$ cat config.mk
export PLATFORM = sky130hd
export DESIGN_NAME = alu_preprocess_fifo
export DESIGN_NICKNAME = d
export VERILOG_FILES = /design/src/rtl/alu_preprocess_fifo.sv
export SDC_FILE = /design/constraint.sdc
export NUM_CORES = 1
export LEC_CHECK = 0
export BUFFER_PORTS_ARGS = -buffer_cell sky130_fd_sc_hd__buf_2
export CAP_MARGIN = 20
export CORE_MARGIN = 3
export CORE_UTILIZATION = 55
export CTS_BUF_LIST = sky130_fd_sc_hd__clkbuf_2
export DETAILED_ROUTE_END_ITERATION = 10
export GPL_ROUTABILITY_DRIVEN = 1
export PLACE_DENSITY_LB_ADDON = 0.12
export SYNTH_ARGS = -nofsm -noshare
export SYNTH_HDL_FRONTEND = slang
export SYNTH_SLANG_ARGS = --single-unit
$ cat constraint.sdc
create_clock -name clk -period 5.15 [get_ports clk]
set_clock_uncertainty 0.15 [all_clocks]
set_input_delay 0.2575 -clock clk [delete_from_list [all_inputs] [get_ports clk]]
set_output_delay 0.2575 -clock clk [all_outputs]
set_load 0.02 [all_outputs]
$ cat src/rtl/alu_preprocess_fifo.sv
// Operand preprocessor for an adder datapath: decodes A/B/Op into adder operands
// at capture time and buffers the results in a small valid/ready FIFO.
module alu_preprocess_fifo #(
  parameter int WIDTH = 4,
  parameter int DEPTH = 2
) (
  input  logic                     clk,
  input  logic                     rst_n,
  input  logic                     in_valid,
  output logic                     in_ready,
  input  logic [WIDTH-1:0]         A,
  input  logic [WIDTH-1:0]         B,
  input  logic [2:0]               Op,
  output logic                     out_valid,
  input  logic                     out_ready,
  output logic [WIDTH-1:0]         AMod,
  output logic [WIDTH-1:0]         BMod,
  output logic [2:0]               OpOut,
  output logic                     cpl_flag,
  output logic [$clog2(DEPTH):0]   count
);

  localparam int AW = $clog2(DEPTH);
  localparam int CW = AW + 1;

  typedef struct packed {
    logic [WIDTH-1:0] amod;
    logic [WIDTH-1:0] bmod;
    logic [2:0]       op;
    logic             cpl;
  } entry_t;

  // Op[2] set is a plain pass-through; the low codes build increment/subtract forms.
  function automatic entry_t decode_op(input logic [WIDTH-1:0] a,
                                       input logic [WIDTH-1:0] b,
                                       input logic [2:0]       op);
    entry_t e;
    e.op = op;
    if (op[2]) begin
      e.amod = a;
      e.bmod = b;
      e.cpl  = 1'b0;
    end else begin
      case (op[1:0])
        2'b01: begin
          e.amod = WIDTH'(1'b1);
          e.bmod = a;
          e.cpl  = 1'b0;
        end
        2'b10: begin
          e.amod = WIDTH'(1'b1);
          e.bmod = ~a;
          e.cpl  = 1'b1;
        end
        2'b11: begin
          e.amod = WIDTH'(1'b1);
          e.bmod = ~b;
          e.cpl  = 1'b1;
        end
        default: begin
          e.amod = a;
          e.bmod = b;
          e.cpl  = 1'b0;
        end
      endcase
    end
    return e;
  endfunction

  entry_t           mem_r [DEPTH];
  logic [AW-1:0]    head_r;
  logic [AW-1:0]    tail_r;
  logic [CW-1:0]    count_r;
  logic             push_s;
  logic             pop_s;
  logic             in_ready_s;
  logic             out_valid_s;
  entry_t           head_s;

  // in_ready depends only on registered occupancy, so out_ready never reaches it.
  assign in_ready_s  = (count_r < CW'(DEPTH));
  assign out_valid_s = (count_r != CW'(0));
  assign push_s      = in_valid & in_ready_s;
  assign pop_s       = out_valid_s & out_ready;

  // Entry storage: written at the tail on an accepted push, never cleared.
  always_ff @(posedge clk) begin
    if (rst_n && push_s) begin
      mem_r[tail_r] <= decode_op(A, B, Op);
    end
  end

  // Pointer and occupancy bookkeeping; DEPTH is a power of two so pointers wrap naturally.
  always_ff @(posedge clk) begin
    if (!rst_n) begin
      head_r  <= AW'(0);
      tail_r  <= AW'(0);
      count_r <= CW'(0);
    end else begin
      if (push_s) begin
        tail_r <= tail_r + AW'(1);
      end
      if (pop_s) begin
        head_r <= head_r + AW'(1);
      end
      case ({push_s, pop_s})
        2'b10:   count_r <= count_r + CW'(1);
        2'b01:   count_r <= count_r - CW'(1);
        default: count_r <= count_r;
      endcase
    end
  end

  // Head entry view; forced to zero while empty so stale storage never leaks out.
  always_comb begin
    head_s = '0;
    if (out_valid_s) begin
      head_s = mem_r[head_r];
    end else begin
      head_s = '0;
    end
  end

  assign in_ready  = in_ready_s;
  assign out_valid = out_valid_s;
  assign AMod      = head_s.amod;
  assign BMod      = head_s.bmod;
  assign OpOut     = head_s.op;
  assign cpl_flag  = head_s.cpl;
  assign count     = count_r;

endmodule

After elaboration in Yosys (flattened, before gate mapping)
Memories as Yosys holds them, arrays and structs flattened. A register that Yosys moved wholly into a read port is not among the register bits.
Index checks and enable logic that the tools add are counted.
Operators by class
  bitwise logic cells: 4
  reduce and logical (&&, ||, !) cells: 4
  order comparisons: 1
  muxes and demuxes: 12
  add/subtract/negate cells: 4
  equality and inequality tests: 5
Operators by type and width (number)
  case mux 8 bit (3 select lines): 1
  two-way mux 8 bit: 2
  two-way mux 12 bit: 1
  inverter 4 bit: 2
  two-way mux 1 bit: 7
  == test 2 bit (second input constant): 3
  == test 2 x 1 -> 1 bit (second input constant): 2
  case mux 2 bit (2 select lines): 1
  nonzero test 2 bit: 2
  adder 1 bit (second input constant): 2
  adder 2 x 1 -> 2 bit (second input constant): 1
  bitwise AND 1 bit: 2
  < comparator 2 bit (second input constant): 1
  OR reduction 2 bit: 1
  subtractor 2 x 1 -> 2 bit (second input constant): 1
  logical AND 1 bit: 1
Storage, ports and cells
  output and inout port bits: 16
  memories kept: 1
  logic and storage cells: 34
  input port bits: 15
  flip-flop bits (word level): 4
  memory bits (writable): 24
Memory list
  mem_r: depth 2, bits a word 12, rd ports 1, clocked after Yosys merged registers in 1, wr ports 1, line 70  | entry_t mem_r [DEPTH];

Depth between registers and ports, before layout
Gate-level depths: netlist of the first run.
  depth in word-level cells: 5
  mapped depth: 6
  gate-level depth less buffers: 6

Least setup slack after synthesis of the first run
OpenSTA, ideal clock, no wires.
  kind: register -> register
  start point: reg count_r[1], in the netlist count[1]
  end point: mem mem_r[0][0] (netlist bit), enable pin
  setup time: 380 ps
  stages on the path, launching flop included: 4
  period minus slack after synthesis: 1780 ps
  path buffers: 0
  arrival time: 1249 ps
  setup slack: 3370 ps
  required time: 4620 ps
  path through: dfxtp_1 > nor2b_1 > nand2_1 > nor2_1
On the way
  cells in the longest elaborated chain, start to end: 5
RTL lines
  from (decl): line 73  | logic [CW-1:0] count_r;
  from (signal assigned): line 107  | 2'b10: count_r <= count_r + CW'(1);
  from (signal assigned): line 108  | 2'b01: count_r <= count_r - CW'(1);
  from (signal assigned): line 109  | default: count_r <= count_r;
  < comparator 2 bit: line 81  | assign in_ready_s = (count_r < CW'(DEPTH));
  bitwise AND 1 bit: line 83  | assign push_s = in_valid & in_ready_s;
  logical AND 1 bit: line 88  | if (rst_n && push_s) begin
  two-way mux 1 bit: line 88
  two-way mux 1 bit (not written as such): line 89  | mem_r[tail_r] <= decode_op(A, B, Op);
  to (decl): line 70
No other way between the ends.

Final worst setup path of the first run
  start point: reg count_r[0], in the netlist count[0]
  end point: out BMod[1]
On the way
  cells in the longest elaborated chain, start to end: 2
RTL lines
  nonzero test 2 bit: line 82  | assign out_valid_s = (count_r != CW'(0));
  two-way mux 12 bit: line 117  | if (out_valid_s) begin
  to (decl): line 17  | output logic [WIDTH-1:0] BMod,
No other way between the ends.

==> reports/results.env, run 1 <==
CP_BUF_INV_COUNT=1
YS_DOMINANT_REG_CELL='edfxtp_1'
SEQ_POWER_SHARE_PCT=44.5
PIN_COUNT=31
CLOCK_SINK_COUNT=29
WORST-SLEW-PIN-TRANSITION_PS=965.1
CRIT_PATH_CELL_TRACE='nor2_1 > nor2_1 > buf_2'
POSTSYNTHNETCOUNT=116
WIRELENGTH_MM=2.269
FIRST_ITER_VIOLATIONS=8
POWER_FRAC_CLOCK_PCT=14.4
TIMING.CRITICAL_PATH.MAX_DELAY_FAMILY='simple AND/OR/NAND/NOR gates'
ASYNC_FLOP_SHARE_PCT=0
HOLDCRITPATHCLASS='in -> reg'
GLOBAL_ROUTE.OVERFLOW_TOTAL=0
DETAILEDPLACEMENTHPWL_MM=1.637
TIMING.CRITICAL_PATH.MODE_CELL='nor2_1'
CTSHTREEMAXLEVEL=2
SYNTH-WARNING-COUNT=0
DRT-VIAS-PER-INSTANCE=5.224
SLOWEST_DELAY_PS=700
FINALCOREUTILIZATION_PCT=71.69
PLACEMENT.IO_BUFFERS=30
GLOBALROUTETOTALUTIL_PCT=18.71
FILLCELLCOUNT=162
LAYOUT.CELLS.NON_FILLER=161
INTERNAL_POWER_mW=0.4467
TIMING.CRITICAL_PATH.ARRIVAL_PS=1740
DETAIL_ROUTE.WL_PER_CELL_UM=14.09
INITIAL_CORE_UTIL_PCT=61.96
CRIT_PATH_SLOWEST_CELL='nor2_1'
SETUP.WORST_PATH.CLASS='reg -> out'
SETUP.WORST_PATH.START_CLASS='register'
POST-ROUTE-DRC-COUNT=0
PLACED_CELLS=153
DRIVE_GT1_SHARE_PCT=27.61
CTS_MADE_BUFFERS=5
WORST_IR_DROP_VDD_mV=0.4253
REPORTED_LEAKAGE_POWER_nW=0.6205
GRT_START_MAX_NET_PINS=14
GRT_SETUP_UNREPAIRED='false'
MAX_CAP_VIOL_COUNT=0
P_SW_SHARE_PCT=39.65
CHIPHEIGHT_UM=54.43
GRT_PASS1_WL_MM=3.629
N_ANTENNA_CELL=0
CTS_POST_SETUP_BUFFERS_INSERTED=0
CRITICAL_PATH_PEAK_FANOUT=13
CORE_AREA_MM2=0.002082
GRT_ANTENNA_BEFORE_REPAIR=0
OUTCOME='finished, final reports clean'
ANT_NETS=0
SETUP_VIOLATIONS=0
POSTSYNTHREGISTERBITS=29
POSTCTSRESIZEDCELLS=0
SWITCHINGPOWER_mW=0.2935
FIRSTDRTPASSITERS=4
WORST_SKEW_PAIR.LATE_LATENCY_PS=330
FINALWORSTPATHREQUIREDPERIOD_PS=2144
GP_CONGESTION=0.7552
REPORT.FINAL.HOLD_VIOL_COUNT=0
SYNTH_CELLS=100
SEQ_AREA_FRAC_SYNTH_PCT=63.63
SYNTH-EDFF-COUNT=24
FLOORPLAN.DIE.WIDTH_UM=54.43
ROUTE.VIAS.TOTAL=841
CLK_PIN_SLEW_WORST_PATHS_PS=130
POWER_PER_CELL_AREA_mW_PER_MM2=495.9
CTS_TREE='yes'
GRT_PASS1_VIAS=820
MAX_SLEW_MARGIN_PCT=35.42
HOLDBUFCOUNTCTS=0
POWER.COMBINATIONAL.FRACTION_PCT=41.1
ROWS=16
CTSROOTBUFFERMASTER='clkbuf_2'
WORSTPATHREQUIRED_PS=4740
NUM-NETS-FINAL=149
FP.DIEAREA_MM2=0.002963
CLOCK_PATH_BUFFERS=2
TIMING_MAX_TRANSITION_VIOLATIONS_FINAL=0
SETUP_TOTAL_NEGATIVE_SLACK_PS=0
FINALCRITPERIODSHARE_PCT=41.62
END_KIND='output port'
FMAXACHIEVABLE_MHz=466.5
COUNT_OF_DISTINCT_CELL_TYPES_IN_THE_SYNTHESIZED_NETLIST=21
SYNTH.AVG_CELL_AREA_UM2=12.90
LAYOUT-AREA-OVERHEAD-VS-SYNTH_PCT=15.71
POST_SYNTH_INSTANCE_AREA_MM2=0.001290
routing by layer:
layer / share of wire, % / GRT usage [%]
met5: 0 / 0
met2: 50 / 32.27
met1: 42 / 18.82
met3: 5.6 / 6.540
met4: 2.2 / 12.45
synth_stat cells (all sizes together), types with 2 or more instances:
master  instances  share of area (%)
edfxtp         24                 56
nor2           18                5.2
mux2i          16                 12
and2            7                3.4
dfxtp           5                7.8
buf             4                1.6
inv             4                1.2
xnor2           3                2.0
a21o            2                1.2
a311oi          2                1.4
nand2           2               0.58
nor2b           2               0.97
o21ai           2               0.78
o32a            2                1.6
power by group through the flow:
stage,logic (mW),clock network (mW),registers [mW]
after floorplan,0.222,0,0.325
after global placement,0.300,0,0.332
after detailed placement,0.308,0,0.336
after CTS,0.309,0.109,0.330
after global routing,0.336,0.122,0.335
final,0.304,0.106,0.330
cells in the final DEF (no fill, tap or decap):
cell and instances:
a21boi_1 1, a21o_1 2, a311oi_1 2, and2_1 7, and3_1 1, buf_2 30, clkbuf_2 7, clkinv_1 1
dfxtp_1 5, edfxtp_1 24, ha_1 1, inv_1 4, mux2i_1 16, nand2_1 2, nand2b_1 1, nor2_1 18
nor2b_1 2, o21ai_0 2, o32a_1 2, or2_1 1, or3_1 1, xnor2_1 3, xor2_1 1
flip-flops by register name, indices dropped and copies added (netlist names), named ones only:
| signal | cells |
|---|---|
| mem_r | 24 |
| count | 2 |
| head_r | 1 |
| tail_r | 1 |
per-stage QoR:
stage | area [um2] | hold slack (ps) | setup slack (ps) | power [mW]
2_1_floorplan | 1290 | 206.4 | 3370 | 0.5474
3_3_place_gp | 1454 | 370.8 | 3245 | 0.6323
3_5_place_dp | 1454 | 390.2 | 3157 | 0.6443
4_1_cts | 1493 | 34.98 | 2979 | 0.7479
5_1_grt | 1493 | 23.20 | 2812 | 0.7927
6_report | 1493 | 45.47 | 3006 | 0.7402
worst register-to-register path: stages, from the launching register on:
cell     delay, ps
dfxtp_1        370
nor2b_1        280
nand2_1        110
nor2_1         740
layout make-up:
| cell class | count | area, um2 | share of cell area [%] |
|---|---|---|---|
| well taps | 27 | 33.78 | 2.263 |
| clock inverters | 1 | 3.754 | 0.2515 |
| clock buffers | 7 | 35.03 | 2.347 |
| multi-input cells | 63 | 434.2 | 29.09 |
| inverters | 4 | 15.01 | 1.006 |
| repair buffers | 30 | 150.1 | 10.06 |
| flip-flops and latches | 29 | 820.8 | 54.99 |
final timing paths:
| path | startpoint | slack (ps) | cells after the start | to |
|---|---|---|---|---|
| setup / recovery | count[0] | 3010 | 3 | BMod[1] |
| hold / removal | rst_n | 50 | 2 | tail_r |
| setup reg to reg | count[1] | 3140 | 3 | mem_r[0][1] |
| hold reg to reg | count[1] | 410 | 2 | count[1] |
cell families after synthesis:
group                      after synthesis  share of synthesized area, %
adders and majority gates                1                        0.9698
muxes                                   16                         12.41
buffers and inverters                    8                         2.716
AOI/OAI and AO/OA                        9                         5.432
xor gates and xnor gates                 4                         2.716
and+or+nand+nor                         33                         12.12
DFF                                     29                         63.63
Power figures use the tool's default switching activity.
==> inputs of run 2 (changes only) <==
Settings changed: CORE_UTILIZATION 55 to 54.
Clock period 5.15 ns to 2.24 ns, I/O delays scaled along.
==> reports/results.env, run 2 (same netlist as run 1, synthesis figures left out) <==
TIMING_MAX_TRANSITION_VIOLATIONS_FINAL=0  # unchanged
POWER.COMBINATIONAL.FRACTION_PCT=44.6  # +3.5 points
TIMING.CRITICAL_PATH.MAX_DELAY_FAMILY='flip-flops'
SWITCHINGPOWER_mW=0.6709  # +130%
REPORTED_LEAKAGE_POWER_nW=0.6816  # +9.8%
P_SW_SHARE_PCT=38.84  # -0.81 points
CTSROOTBUFFERMASTER='clkbuf_2'
FLOORPLAN.DIE.WIDTH_UM=54.88  # +0.82%
N_ANTENNA_CELL=0  # unchanged
FIRSTDRTPASSITERS=4  # unchanged
CORE_AREA_MM2=0.002233  # +7.3%
WORSTPATHREQUIRED_PS=1980  # -2760 ps
CLOCK_SINK_COUNT=29  # unchanged
SETUP_VIOLATIONS=0  # unchanged
SETUP_TOTAL_NEGATIVE_SLACK_PS=0  # unchanged
POST-ROUTE-DRC-COUNT=0  # unchanged
HOLD_DEPTH=4  # +2
CP_BUF_INV_COUNT=2  # +1
FIRST_ITER_VIOLATIONS=31  # +23
SLOWEST_DELAY_PS=550  # -150 ps
HOLDBUFCOUNTCTS=12  # +12
DRT-VIAS-PER-INSTANCE=5.125  # -1.9%
LAYOUT-AREA-OVERHEAD-VS-SYNTH_PCT=26.48
FP.DIEAREA_MM2=0.003011  # +1.6%
MAX_SLEW_MARGIN_PCT=61.29  # +26 points
POWER_FRAC_CLOCK_PCT=12.7  # -1.7 points
CRITICAL_PATH_PEAK_FANOUT=7  # -6
TIMING.CRITICAL_PATH.ARRIVAL_PS=1590  # -150 ps
CLK_PIN_SLEW_WORST_PATHS_PS=120  # about the same
GRT_SETUP_UNREPAIRED='false'
CTS_TREE='yes'
GP_CONGESTION=0.7066  # -6.4%
FINALCRITPERIODSHARE_PCT=82.73
CTS_POST_SETUP_BUFFERS_INSERTED=0  # unchanged
INTERNAL_POWER_mW=1.057  # +140%
WORST-SLEW-PIN-TRANSITION_PS=580.7  # -384.4 ps
CRIT_PATH_SLOWEST_CELL='dfxtp_1'
GRT_PASS1_VIAS=848  # +3.4%
WORST_SKEW_PAIR.LATE_LATENCY_PS=320  # about the same
CTS_MADE_BUFFERS=5  # unchanged
END_KIND='output port'
GLOBAL_ROUTE.OVERFLOW_TOTAL=0  # unchanged
GLOBALROUTETOTALUTIL_PCT=19.55  # +0.84 points
CHIPHEIGHT_UM=54.88  # +0.82%
DETAIL_ROUTE.WL_PER_CELL_UM=14.09  # about the same
MAX_CAP_VIOL_COUNT=0  # unchanged
PLACEMENT.IO_BUFFERS=30  # unchanged
OUTCOME='finished, final reports clean'
LARGEST_REGISTER='mem_r'
ROWS=17  # +1
LARGEST_REGISTER_FFS=24  # unchanged
CTSHTREEMAXLEVEL=2  # unchanged
POST_PLACE_SETUP_SLACK_PS=448.0  # -2710 ps
PIN_COUNT=31  # unchanged
GRT_START_MAX_NET_PINS=14  # unchanged
CRIT_PATH_CELL_TRACE='buf_4 > mux2i_1 > nor2_1 > buf_2'
ANT_NETS=0  # unchanged
CP.DEPTH=4  # +1
LAYOUT.CELLS.MOST_COMMON_LIST='buf_2 (30), edfxtp_1 (24), nor2_1 (18), mux2i_1 (16), dlygate4sd3_1 (12)'
SEQ_POWER_SHARE_PCT=42.7  # -1.8 points
POSTCTSRESIZEDCELLS=0  # unchanged
HOLDCRITPATHCLASS='in -> reg'
DETAILEDPLACEMENTHPWL_MM=1.710  # +4.5%
GRT_PASS1_WL_MM=3.850  # +6.1%
NUM-NETS-FINAL=164  # +10%
GRT_ANTENNA_BEFORE_REPAIR=0  # unchanged
DRIVE_GT1_SHARE_PCT=26.35  # -1.3 points
FINALWORSTPATHREQUIREDPERIOD_PS=1853
WORST_IR_DROP_VDD_mV=0.8342  # +96%
POWER_PER_CELL_AREA_mW_PER_MM2=1059  # +110%
ROUTE.VIAS.TOTAL=902  # +7.3%
WIRELENGTH_MM=2.480  # +9.3%
SETUP.WORST_PATH.CLASS='reg -> out'
FMAXACHIEVABLE_MHz=539.6
R2R_DEPTH=5  # +2
MOSTFREQUENTLAYOUTCELL='buf_2'
SETUP.WORST_PATH.START_CLASS='register'
CLOCK_PATH_BUFFERS=2  # unchanged
INITIAL_CORE_UTIL_PCT=57.76  # -4.2 points
FINAL_CRITICAL_PATH_SETUP_SLACK_PS=386.7  # -2620 ps
REPORT.FINAL.HOLD_VIOL_COUNT=0  # unchanged
run 2: changes by cell type in the layout (fill, tap and decap cells not counted):
| cell | delta |
|---|---|
| dlygate4sd3_1 | +12 |
| buf_4 | +3 |
| clkbuf_2 | -1 |
run 2: final timing paths:
kind	startpoint	end	slack, ps
worst max register to register	count[1]	count[1]	430
worst min-delay path	out_ready	register	110
worst min register to register	count[1]	count[1]	410
worst max-delay path	register	AMod[0]	390
run 2: layout make-up:
class | count | area (um2)
Fill cell | 168 | 601.8
Multi-Input combinational cell | 63 | 434.2
Sequential cell | 29 | 820.8
Tap cell | 28 | 35.03
Inverter | 4 | 15.01
Clock buffer | 6 | 30.03
Timing Repair Buffer | 45 | 292.8
Clock inverter | 1 | 3.754
run 2: power groups by stage:
stage	sequential, mW	combinational (mW)	clock (mW)
final	0.737	0.770	0.220
after CTS	0.739	0.779	0.229
after global placement	0.743	0.745	0
after detailed placement	0.752	0.760	0
after floorplan	0.748	0.511	0
after global routing	0.747	0.841	0.253
run 2: metrics by stage:
stage                     cell area, um2  power, mW  hold slack (ps)  instances  utilization [%]
after floorplan                     1290      1.258            60.87        100                -
after global placement              1478      1.489            240.3        157            66.16
after detailed placement            1478      1.513            264.0        157            66.16
after CTS                           1632      1.748            96.99        176            73.05
after global routing                1632      1.842            108.9        176            73.05
final                               1632      1.728            111.6        176            73.05
run 2: worst min-delay path, stage by stage:
cell and delay (ps):
buf_2 90, o21ai_0 120, xnor2_1 90, and2_1 140
run 2: routing by layer:
layer  track usage [%]  vias to the layer above  part of all wire (%)
met2             34.06                       27                    55
met4             6.224                        0                  0.40
met1             21.77                      422                    40
met3             7.357                        2                   5.3
met5                 0                        -                     0
li1                  -                      451                     -
